`src/rtl/stream_pkg.sv`:
```
// -----------------------------------------------------------------------------
// stream_pkg
// Shared definitions for the 1:2 packet stream demultiplexer.
//   state_t      : demux packet-routing state (IDLE / LOCK0 / LOCK1)
//   PORT0, PORT1 : encodings of the destination select
// -----------------------------------------------------------------------------
package stream_pkg;

    typedef enum logic [1:0] {
        IDLE  = 2'd0,   // no packet open, in_sel chooses the destination
        LOCK0 = 2'd1,   // packet open towards out0
        LOCK1 = 2'd2    // packet open towards out1
    } state_t;

    localparam logic PORT0 = 1'b0;
    localparam logic PORT1 = 1'b1;

endpackage : stream_pkg

```
`src/rtl/stream_reg_slice.sv`:
```
// -----------------------------------------------------------------------------
// stream_reg_slice
// One-entry valid/ready register stage. A new beat may be loaded in the same
// cycle the held beat is popped, so back-to-back beats flow at full rate.
// Ports:
//   clk, rst      : clock, asynchronous active-high reset
//   in_valid_i    : upstream beat valid
//   in_ready_o    : stage can take a beat (empty, or being popped this cycle)
//   in_data_i     : upstream payload (W bits)
//   out_valid_o   : stage holds a beat
//   out_ready_i   : downstream sink ready
//   out_data_o    : held payload (W bits)
// Handshake: a beat transfers on a rising edge where valid & ready are both
// high; valid never depends on ready, and a held beat stays stable while
// valid=1 and ready=0.
// -----------------------------------------------------------------------------
module stream_reg_slice #(
    parameter int W = 9
) (
    input  logic         clk,
    input  logic         rst,
    input  logic         in_valid_i,
    output logic         in_ready_o,
    input  logic [W-1:0] in_data_i,
    output logic         out_valid_o,
    input  logic         out_ready_i,
    output logic [W-1:0] out_data_o
);

    logic         valid_q, valid_d;
    logic [W-1:0] data_q,  data_d;
    logic         load;
    logic         pop;

    assign in_ready_o = !valid_q || out_ready_i;
    assign load       = in_valid_i && in_ready_o;
    assign pop        = valid_q && out_ready_i;

    always_comb begin
        valid_d = valid_q;
        data_d  = data_q;
        if (load) begin
            // A load wins over a pop: the slot is refilled in the same cycle.
            valid_d = 1'b1;
            data_d  = in_data_i;
        end else if (pop) begin
            valid_d = 1'b0;
        end
    end

    always_ff @(posedge clk or posedge rst) begin
        if (rst) begin
            valid_q <= 1'b0;
            data_q  <= '0;
        end else begin
            valid_q <= valid_d;
            data_q  <= data_d;
        end
    end

    assign out_valid_o = valid_q;
    assign out_data_o  = data_q;

endmodule : stream_reg_slice

```
`src/rtl/stream_demux_1to2.sv`:
```
// -----------------------------------------------------------------------------
// stream_demux_1to2
// Routes one valid/ready packet stream to out0 or out1. The destination is
// taken from in_sel on the first beat of a packet and locked until the beat
// carrying in_last. Each output has a one-entry register stage.
// Ports:
//   clk, rst                       : clock, asynchronous active-high reset
//   in_valid/in_ready/in_data/
//   in_last/in_sel                 : input stream (in_sel used on first beat)
//   out0_valid/out0_ready/
//   out0_data/out0_last            : output stream 0
//   out1_valid/out1_ready/
//   out1_data/out1_last            : output stream 1
//   pkt_cnt0, pkt_cnt1             : saturating completed-packet counters
//   state_o                        : current routing state (debug visibility)
// -----------------------------------------------------------------------------
module stream_demux_1to2
    import stream_pkg::*;
#(
    parameter int DATA_W = 8,
    parameter int CNT_W  = 8
) (
    input  logic              clk,
    input  logic              rst,
    input  logic              in_valid,
    output logic              in_ready,
    input  logic [DATA_W-1:0] in_data,
    input  logic              in_last,
    input  logic              in_sel,
    output logic              out0_valid,
    input  logic              out0_ready,
    output logic [DATA_W-1:0] out0_data,
    output logic              out0_last,
    output logic              out1_valid,
    input  logic              out1_ready,
    output logic [DATA_W-1:0] out1_data,
    output logic              out1_last,
    output logic [CNT_W-1:0]  pkt_cnt0,
    output logic [CNT_W-1:0]  pkt_cnt1,
    output state_t            state_o
);

    localparam logic [CNT_W-1:0] CNT_MAX = {CNT_W{1'b1}};

    state_t           state_q;
    logic             sel_eff;
    logic             accept;
    logic             s0_in_ready, s1_in_ready;
    logic             s0_in_valid, s1_in_valid;
    logic [CNT_W-1:0] cnt0_q, cnt0_d;
    logic [CNT_W-1:0] cnt1_q, cnt1_d;

    // The destination is only free to change while no packet is open.
    always_comb begin
        unique case (state_q)
            LOCK0:   sel_eff = PORT0;
            LOCK1:   sel_eff = PORT1;
            default: sel_eff = in_sel;
        endcase
    end

    // Only the selected slice's readiness matters, so a stalled idle output
    // never blocks traffic headed to the other one.
    assign in_ready    = (sel_eff == PORT1) ? s1_in_ready : s0_in_ready;
    assign accept      = in_valid && in_ready;
    assign s0_in_valid = in_valid && (sel_eff == PORT0);
    assign s1_in_valid = in_valid && (sel_eff == PORT1);

    stream_reg_slice #(.W(DATA_W + 1)) u_slice0 (
        .clk         (clk),
        .rst         (rst),
        .in_valid_i  (s0_in_valid),
        .in_ready_o  (s0_in_ready),
        .in_data_i   ({in_last, in_data}),
        .out_valid_o (out0_valid),
        .out_ready_i (out0_ready),
        .out_data_o  ({out0_last, out0_data})
    );

    stream_reg_slice #(.W(DATA_W + 1)) u_slice1 (
        .clk         (clk),
        .rst         (rst),
        .in_valid_i  (s1_in_valid),
        .in_ready_o  (s1_in_ready),
        .in_data_i   ({in_last, in_data}),
        .out_valid_o (out1_valid),
        .out_ready_i (out1_ready),
        .out_data_o  ({out1_last, out1_data})
    );

    // Packet routing FSM. Single-beat packets never leave IDLE.
    always_ff @(posedge clk or posedge rst) begin
        if (rst) begin
            state_q <= IDLE;
        end else begin
            unique case (state_q)
                IDLE: begin
                    if (accept && !in_last) begin
                        state_q <= (sel_eff == PORT1) ? LOCK1 : LOCK0;
                    end
                end
                LOCK0, LOCK1: begin
                    if (accept && in_last) begin
                        state_q <= IDLE;
                    end
                end
                default: state_q <= IDLE;
            endcase
        end
    end

    // A packet counts as complete when its last beat leaves the output slice.
    always_comb begin
        cnt0_d = cnt0_q;
        cnt1_d = cnt1_q;
        if (out0_valid && out0_ready && out0_last && (cnt0_q != CNT_MAX)) begin
            cnt0_d = cnt0_q + 1'b1;
        end
        if (out1_valid && out1_ready && out1_last && (cnt1_q != CNT_MAX)) begin
            cnt1_d = cnt1_q + 1'b1;
        end
    end

    always_ff @(posedge clk or posedge rst) begin
        if (rst) begin
            cnt0_q <= '0;
            cnt1_q <= '0;
        end else begin
            cnt0_q <= cnt0_d;
            cnt1_q <= cnt1_d;
        end
    end

    assign pkt_cnt0 = cnt0_q;
    assign pkt_cnt1 = cnt1_q;
    assign state_o  = state_q;

endmodule : stream_demux_1to2

```
`config.mk`:
```
export PLATFORM = sky130hd
export DESIGN_NAME = stream_demux_1to2
export DESIGN_NICKNAME = d
export VERILOG_FILES = /design/src/rtl/stream_pkg.sv /design/src/rtl/stream_reg_slice.sv /design/src/rtl/stream_demux_1to2.sv
export SDC_FILE = /design/constraint.sdc
export NUM_CORES = 1
export LEC_CHECK = 0
export ABC_AREA = 1
export CORE_MARGIN = 3
export CORE_UTILIZATION = 43
export DETAILED_ROUTE_END_ITERATION = 10
export DONT_BUFFER_PORTS = 1
export SLEW_MARGIN = 20
export SYNTH_ARGS = -nofsm -noshare
export SYNTH_HDL_FRONTEND = slang
export SYNTH_HIERARCHICAL = 1
export SYNTH_SLANG_ARGS = --single-unit
```
`constraint.sdc`:
```
create_clock -name clk -period 1.9 [get_ports clk]
set_input_delay 0.095 -clock clk [delete_from_list [all_inputs] [get_ports clk]]
set_output_delay 0.095 -clock clk [all_outputs]
set_load 0.1 [all_outputs]
```
# Word-level counts from Yosys, hierarchy flattened
# Index checks and enable logic that the tools add are counted.
word_totals:
  ramBits: 0
  inputBits: 15
  reg_bits: 38
  latchBits: 0
  output_inout_bits: 39
  memories: 0
  rom_bits: 0
op_classes:
  n_mul: 0
  div_mod_pow: 0
  muxes: 10
  order_cmp: 0
  n_eq_ne: 6
  addsub: 2
  n_reduce_logical: 23
  bitwise_logic: 1
  n_shift: 0
ops:
  columns: ["operator", "n"]
  rows:
  - ["$add A8 B1 Y8 const B", 2]
  - ["$ne A8 B8 Y1 const B", 2]
  - ["$logic_and A1 B1 Y1", 13]
  - ["$mux W2", 3]
  - ["$mux W1", 5]
  - ["$ne A2 B2 Y1 const B", 2]
  - ["$pmux W2 S2", 1]
  - ["$reduce_bool A2 Y1", 2]
  - ["$logic_not A1 Y1", 3]
  - ["$eq A2 B1 Y1 const B", 1]
  - ["$eq A2 B2 Y1 const B", 1]
  - ["$logic_not A2 Y1", 1]
  - ["$logic_or A1 B1 Y1", 2]
  - ["$pmux W1 S2", 1]
  - ["$reduce_and A2 Y1", 1]
  - ["$reduce_or A2 Y1", 1]
  - ["$not A1 Y1", 1]

# Logic depth before layout (Yosys ltp)
# Gate-level depths: netlist (run 1).
logic_depth:
  depth_word: 7
  depth_mapped: 11
  ltp_nobuf: 11

# Modules after synthesis
# The synthesis (run 1) kept the hierarchy.
modules_own_cells:
  columns: ["module", "cells_each", "n_inst", "seq_area_each_um2", "area_per_inst_um2"]
  rows:
  - ["stream_demux_1to2", 133, 1, 450.4, 1053.5]
  - ["stream_reg_slice", 44, 2, 250.2, 467.9]

# Least setup slack after synthesis (run 1)
# No wires, ideal clock.
synth_path:
  path_kind: "register to output"
  start: "register state_q[0], in the netlist state_o[0]"
  end: "output port in_ready"
  arrival_ns: 2.429
  stages_incl_launch_ff: 8
  required_ns: 1.805
  n_path_buf: 0
  setup_slack_ns: -0.624
  cell_sequence: "dfrtp_1 inv_1 ha_1 inv_1 nand2_1 nand2_1 nand2_1 and2_1"
synth_via:
  elab_chain_len: 3
synth_lines:
  columns: ["element", "line", "source"]
  rows:
  - ["from (decl)", "stream_demux_1to2.sv:45", "state_t state_q;"]
  - ["from (signal assigned)", "stream_demux_1to2.sv:99", "state_q <= (sel_eff == PORT1) ? LOCK1 : LOCK0;"]
  - ["$eq A2 B2 Y1 or $eq A2 B1 Y1 (tied branches)", "stream_demux_1to2.sv:55", "unique case (state_q)"]
  - ["$pmux W1 S2 *", "stream_demux_1to2.sv:55", null]
  - ["$mux W1 *", "stream_demux_1to2.sv:64", "assign in_ready = (sel_eff == PORT1) ? s1_in_ready : s0_in_ready;"]
  - ["to (decl)", "stream_demux_1to2.sv:26", "output logic in_ready,"]
# Mark *: on every way between the ends. The rest lies on a longest branch, timed or not.

# Worst setup path in the final report (run 1)
layout_path:
  start: "register state_q[1], in the netlist state_o[1]"
  end: "output port in_ready"
# Same word-level chain as after synthesis.

==> reports/qor.txt, run 1 <==
Crit path largest cell delay: 0.48 ns
worst reg2reg setup slack: 0.13 ns
Global Route Usage Sum: 0.1555
final worst-path cycle share: 0.9627
Critical Path Sink Type: output port
Hold Path Class: input port to register
DRC Markers: 0
Final Wtd Congestion: 0.8665
GR Overflow Total: 0
PortBufs: 0
number of antenna violations at the first check in global routing: 0
vias in the first global route: 1436
Layout Cells excl Fill: 330
CP delay by family, top: flip-flops
Max-slew headroom: 0.5293
startpoint types: register
post-synthesis cell type count: 22
CTS tree: done
Setup Viol. Count Final: 0
first-pass GRT wire length: 6.492 mm
Placed Cells: 310
Initial Utilization: 0.4507
clk_skew: 0.007182 ns
Worst-Margin Slew: 0.7052 ns
area of the core: 0.004414 mm2
Routed WL: 4.069 mm
vias per inst: 4.803
HPWL Detailed: 3.048 mm
Die Width: 74.02 um
register area: 969.7 um2
antenna cells: 0
Area Growth Syn to Fin: 31.26%
post-synth top area share: 0.4780
fin worst setup slack: 0.07090 ns
max_cap viols: 0
CTS buffer count: 5
final hold violations: 0
Synth area leaders: dfrtp_1 (48%), nand2_1 (15%), nand3_2 (9.1%)
Syn Inst Count: 221
CP Cell Sequence: inv_1, ha_4, inv_1, nand2_2, nand2_2, nand2_2, and2_2, buf_12
htree depth: 2
Critical Setup Path Class: register to output port
critical path depth: 8
Ports: 54
Multi-input gate area: 902.1 um2
critical path required time: 1.80 ns
minimum clock period: 1.829 ns
final instance area: 0.002611 mm2
Synthesized Nets: 240
Clock transition at path regs: 0.07 ns
clk sinks: 38
die footprint: 0.005479 mm2
die height: 74.02 um
Critical Path Fanout Max: 4
FMAX: 0.5467 GHz
largest net degree at the start of global routing: 19
final-stage net count: 296
worst slack at placement: 0.09289 ns
Final Max Slew Viols: 0
share of layout cells above drive strength 1: 0.3525
CTS max path bufs: 2
status: finished, final reports clean
Synth area leader: dfrtp_1
hold path depth: 4
post-place instance area: 0.002357 mm2
crit path DAT: 1.73 ns
clk_lat worst skew: 0.29 ns
Pre-antenna DRT Iters: 4
Post-DRT Antenna Nets: 0
syn_area_per_cell: 9.002 um2
slowest cell on the critical path: dfrtp_4
Initial DRC Count: 44
# rows: 24
fin util: 0.5916
yosys warns: 6
Seq/Total Area, Yosys: 0.4780
Post-Syn Area: 0.001989 mm2
FILL cells: 405
register bit count reported by yosys: 38
wire per inst: 12.33 um
clk root buf: clkbuf_8
vias: 1585
Most common cell on crit path: nand2_2
R2R cell count: 11
crit path buf inv count: 3
-- per-stage QoR --
step | hold slack (ns) | setup TNS, ns
after global routing | 0.1304 | -0.007676
after CTS | 0.08789 | 0
after detailed placement | -0.02289 | 0
after floorplan | -0.06482 | 0
after global placement | -0.01840 | 0
final | 0.1031 | 0
-- sequential cells by signal, summed over array words and instances (netlist names) --
signal                cells
u_slice0/out_data_o       9
u_slice1/out_data_o       9
pkt_cnt0                  8
pkt_cnt1                  8
state_o                   2
u_slice0/out_valid_o      1
u_slice1/out_valid_o      1
-- synthesized netlist by cell type, drive strengths merged --
cell	number
nand4	3
and2	1
ha	4
nand3	28
o21ai	6
nand2	85
and3	1
xnor2	4
nor3	4
nor2	8
buf	4
inv	26
xor2	9
dfrtp	38
-- cells by family after synthesis --
group	Yosys count	synth area share
AO/OA/AOI/OAI	6	0.01509
XOR/XNOR	13	0.05723
adder cells (fa/ha/maj)	4	0.02516
buffers and inverters	30	0.08176
flip-flops	38	0.4780
AND/OR/NAND/NOR	130	0.3428
-- routing by layer --
metal / share of wire / global-route usage / vias to the layer above
met1: 0.42 / 0.1821 / 726
li1: - / - / 805
met2: 0.48 / 0.2549 / 48
met5: 0 / 0 / -
met4: 0.0098 / 0.04829 / 0
met3: 0.092 / 0.07162 / 6
-- final timing paths --
check                                              from                                  to
worst min-delay path                            in_last              state_o[0]$_DFFE_PP0P_
min in group asynchronous                           rst    u_slice1/out_valid_o$_DFFE_PP0P_
worst min register to register  pkt_cnt1[3]$_DFFE_PP0P_             pkt_cnt1[3]$_DFFE_PP0P_
max in group asynchronous                           rst              state_o[1]$_DFFE_PP0P_
worst max register to register   state_o[1]$_DFFE_PP0P_  u_slice1/out_data_o[6]$_DFFE_PP0P_
worst max-delay path             state_o[1]$_DFFE_PP0P_                            in_ready
-- timing repair --
action	4_1_cts	5_1_grt
endpoints found under the hold margin	56	0
buffers inserted	0	2
hold buffers	10	0
gates resized for setup	0	6
endpoints found under the setup margin	0	5
-- final cells by class --
class                           count  share of cell area
Sequential cell                    38              0.3713
Tap cell                           52             0.02492
Inverter                           26             0.03833
Multi-Input combinational cell    153              0.3455
Clock buffer                        5             0.02635
Timing Repair Buffer               53              0.1763
Clock inverter                      3             0.01725
-- worst register-to-register path, cell delays in order, from the launching register on --
cell and delay (ns):
dfrtp_4 0.48, inv_1 0.10, ha_4 0.21, inv_1 0.06, nand2_2 0.06, nand2_2 0.10
inv_1 0.06, nor2_1 0.19, buf_12 0.18, nand2_4 0.09, nand2_1 0.08, nand2_1 0.05
-- cell usage in the layout, fill, tap and decap left out, types with 4 or more instances in the layout --
| cell type | count |
|---|---|
| clkbuf_8 | 5 |
| o21ai_1 | 4 |
| nand2_4 | 5 |
| nand3_1 | 9 |
| dfrtp_1 | 27 |
| inv_1 | 23 |
| xor2_1 | 9 |
| nand3_2 | 19 |
| dlygate4sd3_1 | 10 |
| dfrtp_2 | 9 |
| nor2_1 | 8 |
| xnor2_1 | 4 |
| nand2_1 | 76 |
| nand2_2 | 4 |
| buf_4 | 40 |
Power of run 1 is left out: the tool's default activity adds up to more than one toggle a clock period on the data nets, which glitch-free logic cannot reach.
==> run 2: changes to the inputs <==
- CORE_ASPECT_RATIO: not set -> 1.2
- SETUP_SLACK_MARGIN: not set -> 0.1
- SKIP_LAST_GASP: not set -> 1
==> reports/qor.txt, run 2 (synthesis results as in run 1) <==
GR Overflow Total: 0 (unchanged)
startpoint types: register (unchanged)
antenna cells: 0 (unchanged)
commonest cells after routing, fill and taps aside: nand2_1 (77), buf_4 (40), dfrtp_1 (23), inv_1 (22), nand3_2 (18) (was nand2_1 (76), buf_4 (40), dfrtp_1 (27), inv_1 (23), nand3_2 (19))
area of the core: 0.004359 mm2 (was 0.004414 mm2)
r2r startpoint: state_o[0]$_DFFE_PP0P_ (was state_o[1]$_DFFE_PP0P_)
post-place instance area: 0.002382 mm2 (was 0.002357 mm2)
Post-DRT Antenna Nets: 0 (unchanged)
Final Max Slew Viols: 0 (unchanged)
clk_lat worst skew: 0.28 ns (was 0.29 ns)
# rows: 26 (was 24)
Routed WL: 4.286 mm (was 4.069 mm)
vias per inst: 4.787 (was 4.803)
CTS buffer count: 5 (unchanged)
FMAX: 0.5819 GHz (was 0.5467 GHz)
worst setup path end: in_ready (unchanged)
final-stage net count: 295 (was 296)
DRC Markers: 0 (unchanged)
number of antenna violations at the first check in global routing: 0 (unchanged)
vias in the first global route: 1667 (was 1436)
Setup crit start: state_o[0]$_DFFE_PP0P_ (was state_o[1]$_DFFE_PP0P_)
Initial DRC Count: 45 (was 44)
critical path required time: 1.80 ns (about the same)
share of layout cells above drive strength 1: 0.3610 (was 0.3525)
Area Growth Syn to Fin: 29.81% (was 31.26%)
PortBufs: 0 (unchanged)
Pre-antenna DRT Iters: 4 (unchanged)
Max-slew headroom: 0.5199 (was 0.5293)
Clock transition at path regs: 0.07 ns (about the same)
Ports: 54 (unchanged)
Critical Path Sink Type: output port (unchanged)
CTS tree: done (unchanged)
fin util: 0.5924 (was 0.5916)
final instance area: 0.002582 mm2 (was 0.002611 mm2)
max_cap viols: 0 (unchanged)
largest net degree at the start of global routing: 19 (unchanged)
Critical Setup Path Class: register to output port (unchanged)
vias: 1594 (was 1585)
RSZ-0062 raised after global routing: true
R2R cell count: 8 (was 11)
status: finished, final reports clean (unchanged)
most common cell after layout, fill and taps aside: nand2_1 (unchanged)
die height: 80.51 um (was 74.02 um)
CTS max path bufs: 2 (unchanged)
Hold Path Class: input port to register (unchanged)
minimum clock period: 1.718 ns (was 1.829 ns)
Final Wtd Congestion: 0.7565 (was 0.8665)
wire per inst: 12.87 um (was 12.33 um)
die footprint: 0.005482 mm2 (was 0.005479 mm2)
RR Endpoint: u_slice0/out_data_o[2]$_DFFE_PP0P_ (was u_slice1/out_data_o[6]$_DFFE_PP0P_)
Worst-Margin Slew: 0.7193 ns (was 0.7052 ns)
clk_skew: 0.004747 ns (was 0.007182 ns)
clk root buf: clkbuf_8 (unchanged)
Initial Utilization: 0.4564 (was 0.4507)
Setup Viol. Count Final: 0 (unchanged)
TNS Setup: 0 ns (unchanged)
final hold violations: 0 (unchanged)
htree depth: 2 (unchanged)
Die Width: 68.09 um (was 74.02 um)
Critical Path Fanout Max: 3 (was 4)
clk sinks: 38 (unchanged)
first-pass GRT wire length: 7.348 mm (was 6.492 mm)
worst hold slack: 0.1134 ns (was 0.1031 ns)
crit path DAT: 1.62 ns (was 1.73 ns)
worst reg2reg setup slack: 0.20 ns (was 0.13 ns)
HPWL Detailed: 3.249 mm (was 3.048 mm)
final worst-path cycle share: 0.9044 (was 0.9627)
Global Route Usage Sum: 0.1767 (was 0.1555)
-- run 2: layer usage --
metal,vias to the layer above,routed length [um],track usage
met5,-,0,0
met4,0,51,0.04771
met3,6,304,0.06154
met2,40,2207,0.3076
met1,747,1723,0.2004
li1,801,-,-
-- run 2: final cells by class --
class / count / area (um2)
fill: 388 / 1777
sequential: 38 / 979.7
multi-input combinational: 153 / 898.4
timing repair buffer: 52 / 440.4
inverter: 26 / 102.6
clock buffer: 7 / 86.33
tap: 56 / 70.07
clock inverter: 1 / 5.005
-- run 2: worst max-delay path, cell delays in order (launching register included) --
cell     delay (ns)
dfrtp_4        0.49
inv_4          0.07
ha_4           0.20
nand2_1        0.09
nand3_1        0.13
and2_4         0.20
buf_12         0.16
-- run 2: stage by stage --
stage,instances,setup WS (ns)
floorplan,221,0.06697
global placement,315,0.2188
detailed placement,315,0.1718
CTS,333,0.1396
global route,333,0.09031
finish,333,0.1816
-- run 2: how the worst min path moves through the flow --
stage | from | endpoint | cells past startpoint
after floorplan | rst | u_slice0/out_data_o[0]$_DFFE_PP0P_ | 1
after global placement | rst | u_slice1/out_data_o[4]$_DFFE_PP0P_ | 1
after detailed placement | rst | u_slice1/out_data_o[4]$_DFFE_PP0P_ | 1
after CTS | in_last | state_o[1]$_DFFE_PP0P_ | 4
after global routing | in_last | state_o[1]$_DFFE_PP0P_ | 4
final | in_last | state_o[1]$_DFFE_PP0P_ | 4
-- run 2: repair_timing --
action | CTS | global route
resized for setup | 3 | 2
setup endpoints to repair | 1 | 10
setup buffers | 0 | 0
gates cloned | 0 | 0
hold buffers | 10 | 0
endpoints found under the hold margin | 56 | 0
Power of run 2 is left out for the same reason.
==> run 3: changes to the inputs <==
- CORE_UTILIZATION: 43 -> 45
==> reports/qor.txt, run 3 (synthesis results as in run 1) <==
crit path DAT: 1.65 ns (was 1.62 ns)
PortBufs: 0 (unchanged)
slowest cell on the critical path: dfrtp_4 (unchanged)
Clock transition at path regs: 0.07 ns (about the same)
Final Max Slew Viols: 0 (unchanged)
final worst-path cycle share: 0.9173 (was 0.9044)
clk root buf: clkbuf_8 (unchanged)
max_cap viols: 0 (unchanged)
share of layout cells above drive strength 1: 0.3813 (was 0.3610)
clk_lat worst skew: 0.29 ns (was 0.28 ns)
CTS tree: done (unchanged)
RSZ-0062 raised after global routing: false (was true)
wire per inst: 13.20 um (was 12.87 um)
CTS buffer count: 5 (unchanged)
status: finished, final reports clean (unchanged)
fin util: 0.6498 (was 0.5924)
CP delay by family, top: flip-flops (unchanged)
Final Wtd Congestion: 0.7565 (unchanged)
commonest cells after routing, fill and taps aside: nand2_1 (75), buf_4 (40), dfrtp_1 (23), inv_1 (21), nand3_2 (19) (was nand2_1 (77), buf_4 (40), dfrtp_1 (23), inv_1 (22), nand3_2 (18))
Crit path largest cell delay: 0.49 ns (about the same)
clk_skew: 0.008072 ns (was 0.004747 ns)
# rows: 25 (was 26)
crit path buf inv count: 3 (was 2)
FMAX: 0.5738 GHz (was 0.5819 GHz)
met3 routed WL: 279 um (was 304 um)
Ports: 54 (unchanged)
vias in the first global route: 1614 (was 1667)
top layer in use: met4 (unchanged)
Critical Path Fanout Max: 4 (was 3)
clk sinks: 38 (unchanged)
startpoint types: register (unchanged)
worst hold slack: 0.1156 ns (was 0.1134 ns)
CTS max path bufs: 2 (unchanged)
Worst-Margin Slew: 0.7273 ns (was 0.7193 ns)
Most common cell on crit path: nand2_4
Post-DRT Antenna Nets: 0 (unchanged)
vias per inst: 4.708 (was 4.787)
Global Route Usage Sum: 0.1891 (was 0.1767)
die height: 78.84 um (was 80.51 um)
Critical Setup Path Class: register to output port (unchanged)
largest net degree at the start of global routing: 19 (unchanged)
Setup Viol. Count Final: 0 (unchanged)
vias: 1563 (was 1594)
htree depth: 2 (unchanged)
area of the core: 0.004098 mm2 (was 0.004359 mm2)
Max-slew headroom: 0.5146 (was 0.5199)
CP Cell Sequence: inv_4, ha_4, inv_2, nand2_2, nand2_4, nand2_4, and2_4, buf_12 (was inv_4, ha_4, nand2_1, nand3_1, and2_4, buf_12)
Critical Path Sink Type: output port (unchanged)
final hold violations: 0 (unchanged)
Initial Utilization: 0.4855 (was 0.4564)
FILL cells: 358 (was 388)
DRC Markers: 0 (unchanged)
final-stage net count: 296 (was 295)
M1 wire length: 1.734 mm (was 1.723 mm)
Routed WL: 4.382 mm (was 4.286 mm)
minimum clock period: 1.743 ns (was 1.718 ns)
Pre-antenna DRT Iters: 4 (unchanged)
number of antenna violations at the first check in global routing: 0 (unchanged)
Hold Path Class: input port to register (unchanged)
most common cell after layout, fill and taps aside: nand2_1 (unchanged)
Die Width: 66.70 um (was 68.09 um)
die footprint: 0.005258 mm2 (was 0.005482 mm2)
antenna cells: 0 (unchanged)
Area Growth Syn to Fin: 33.84% (was 29.81%)
TNS Setup: 0 ns (unchanged)
critical path required time: 1.80 ns (about the same)
HPWL Detailed: 3.171 mm (was 3.249 mm)
GR Overflow Total: 0 (unchanged)
Initial DRC Count: 77 (was 45)
wire length on met2: 2.338 mm (was 2.207 mm)
first-pass GRT wire length: 7.590 mm (was 7.348 mm)
==> run 3: final timing paths <==
path | cells after the start | startpoint | slack [ns] | to
max in group asynchronous | 2 | rst | 0.94 | state_o[1]$_DFFE_PP0P_
worst min register to register | 2 | u_slice0/out_data_o[4]$_DFFE_PP0P_ | 0.48 | u_slice0/out_data_o[4]$_DFFE_PP0P_
worst max-delay path | 8 | state_o[0]$_DFFE_PP0P_ | 0.16 | in_ready
worst max register to register | 11 | state_o[0]$_DFFE_PP0P_ | 0.20 | u_slice1/out_data_o[8]$_DFFE_PP0P_
worst min-delay path | 4 | in_last | 0.12 | state_o[0]$_DFFE_PP0P_
min in group asynchronous | 2 | rst | 0.28 | u_slice1/out_data_o[3]$_DFFE_PP0P_
==> run 3: layout make-up <==
| cell class | instances | area [um2] | share of cell area |
|---|---|---|---|
| Clock buffer | 7 | 86.33 | 0.03242 |
| Multi-Input combinational cell | 153 | 935.9 | 0.3515 |
| Tap cell | 54 | 67.56 | 0.02538 |
| Sequential cell | 38 | 979.7 | 0.3680 |
| Timing Repair Buffer | 53 | 460.4 | 0.1729 |
| Clock inverter | 1 | 30.03 | 0.01128 |
| Inverter | 26 | 102.6 | 0.03853 |
==> run 3: worst register-to-register path, cell delays in order, from the launching register on <==
cell,delay (ns)
dfrtp_4,0.49
inv_4,0.07
ha_4,0.21
inv_2,0.06
nand2_2,0.08
nand2_4,0.09
inv_1,0.06
nor2_2,0.13
buf_12,0.16
nand2_4,0.10
nand2_1,0.08
nand2_1,0.05
==> run 3: metrics by stage <==
step / setup slack, ns / cell area (um2) / instances
after detailed placement: 0.08294 / 2372 / 312
after CTS: 0.1159 / 2610 / 330
after global placement: 0.1320 / 2372 / 312
after global routing: 0.09079 / 2663 / 332
after floorplan: 0.06697 / 2034 / 221
final: 0.1571 / 2663 / 332
==> run 3: layer usage <==
layer | global-route usage | vias to the layer above
met3 | 0.05516 | 2
met4 | 0.05488 | 0
met1 | 0.2210 | 719
met5 | 0 | -
met2 | 0.3304 | 41
li1 | - | 801
==> run 3: repair_timing <==
item                                    4_1_cts  5_1_grt
endpoints found under the hold margin        56        0
hold buffers                                 10        0
endpoints found under the setup margin       10       10
pin swaps                                     2        4
setup buffers                                 0        2
resized for setup                             7       10
Power of run 3 is left out for the same reason.
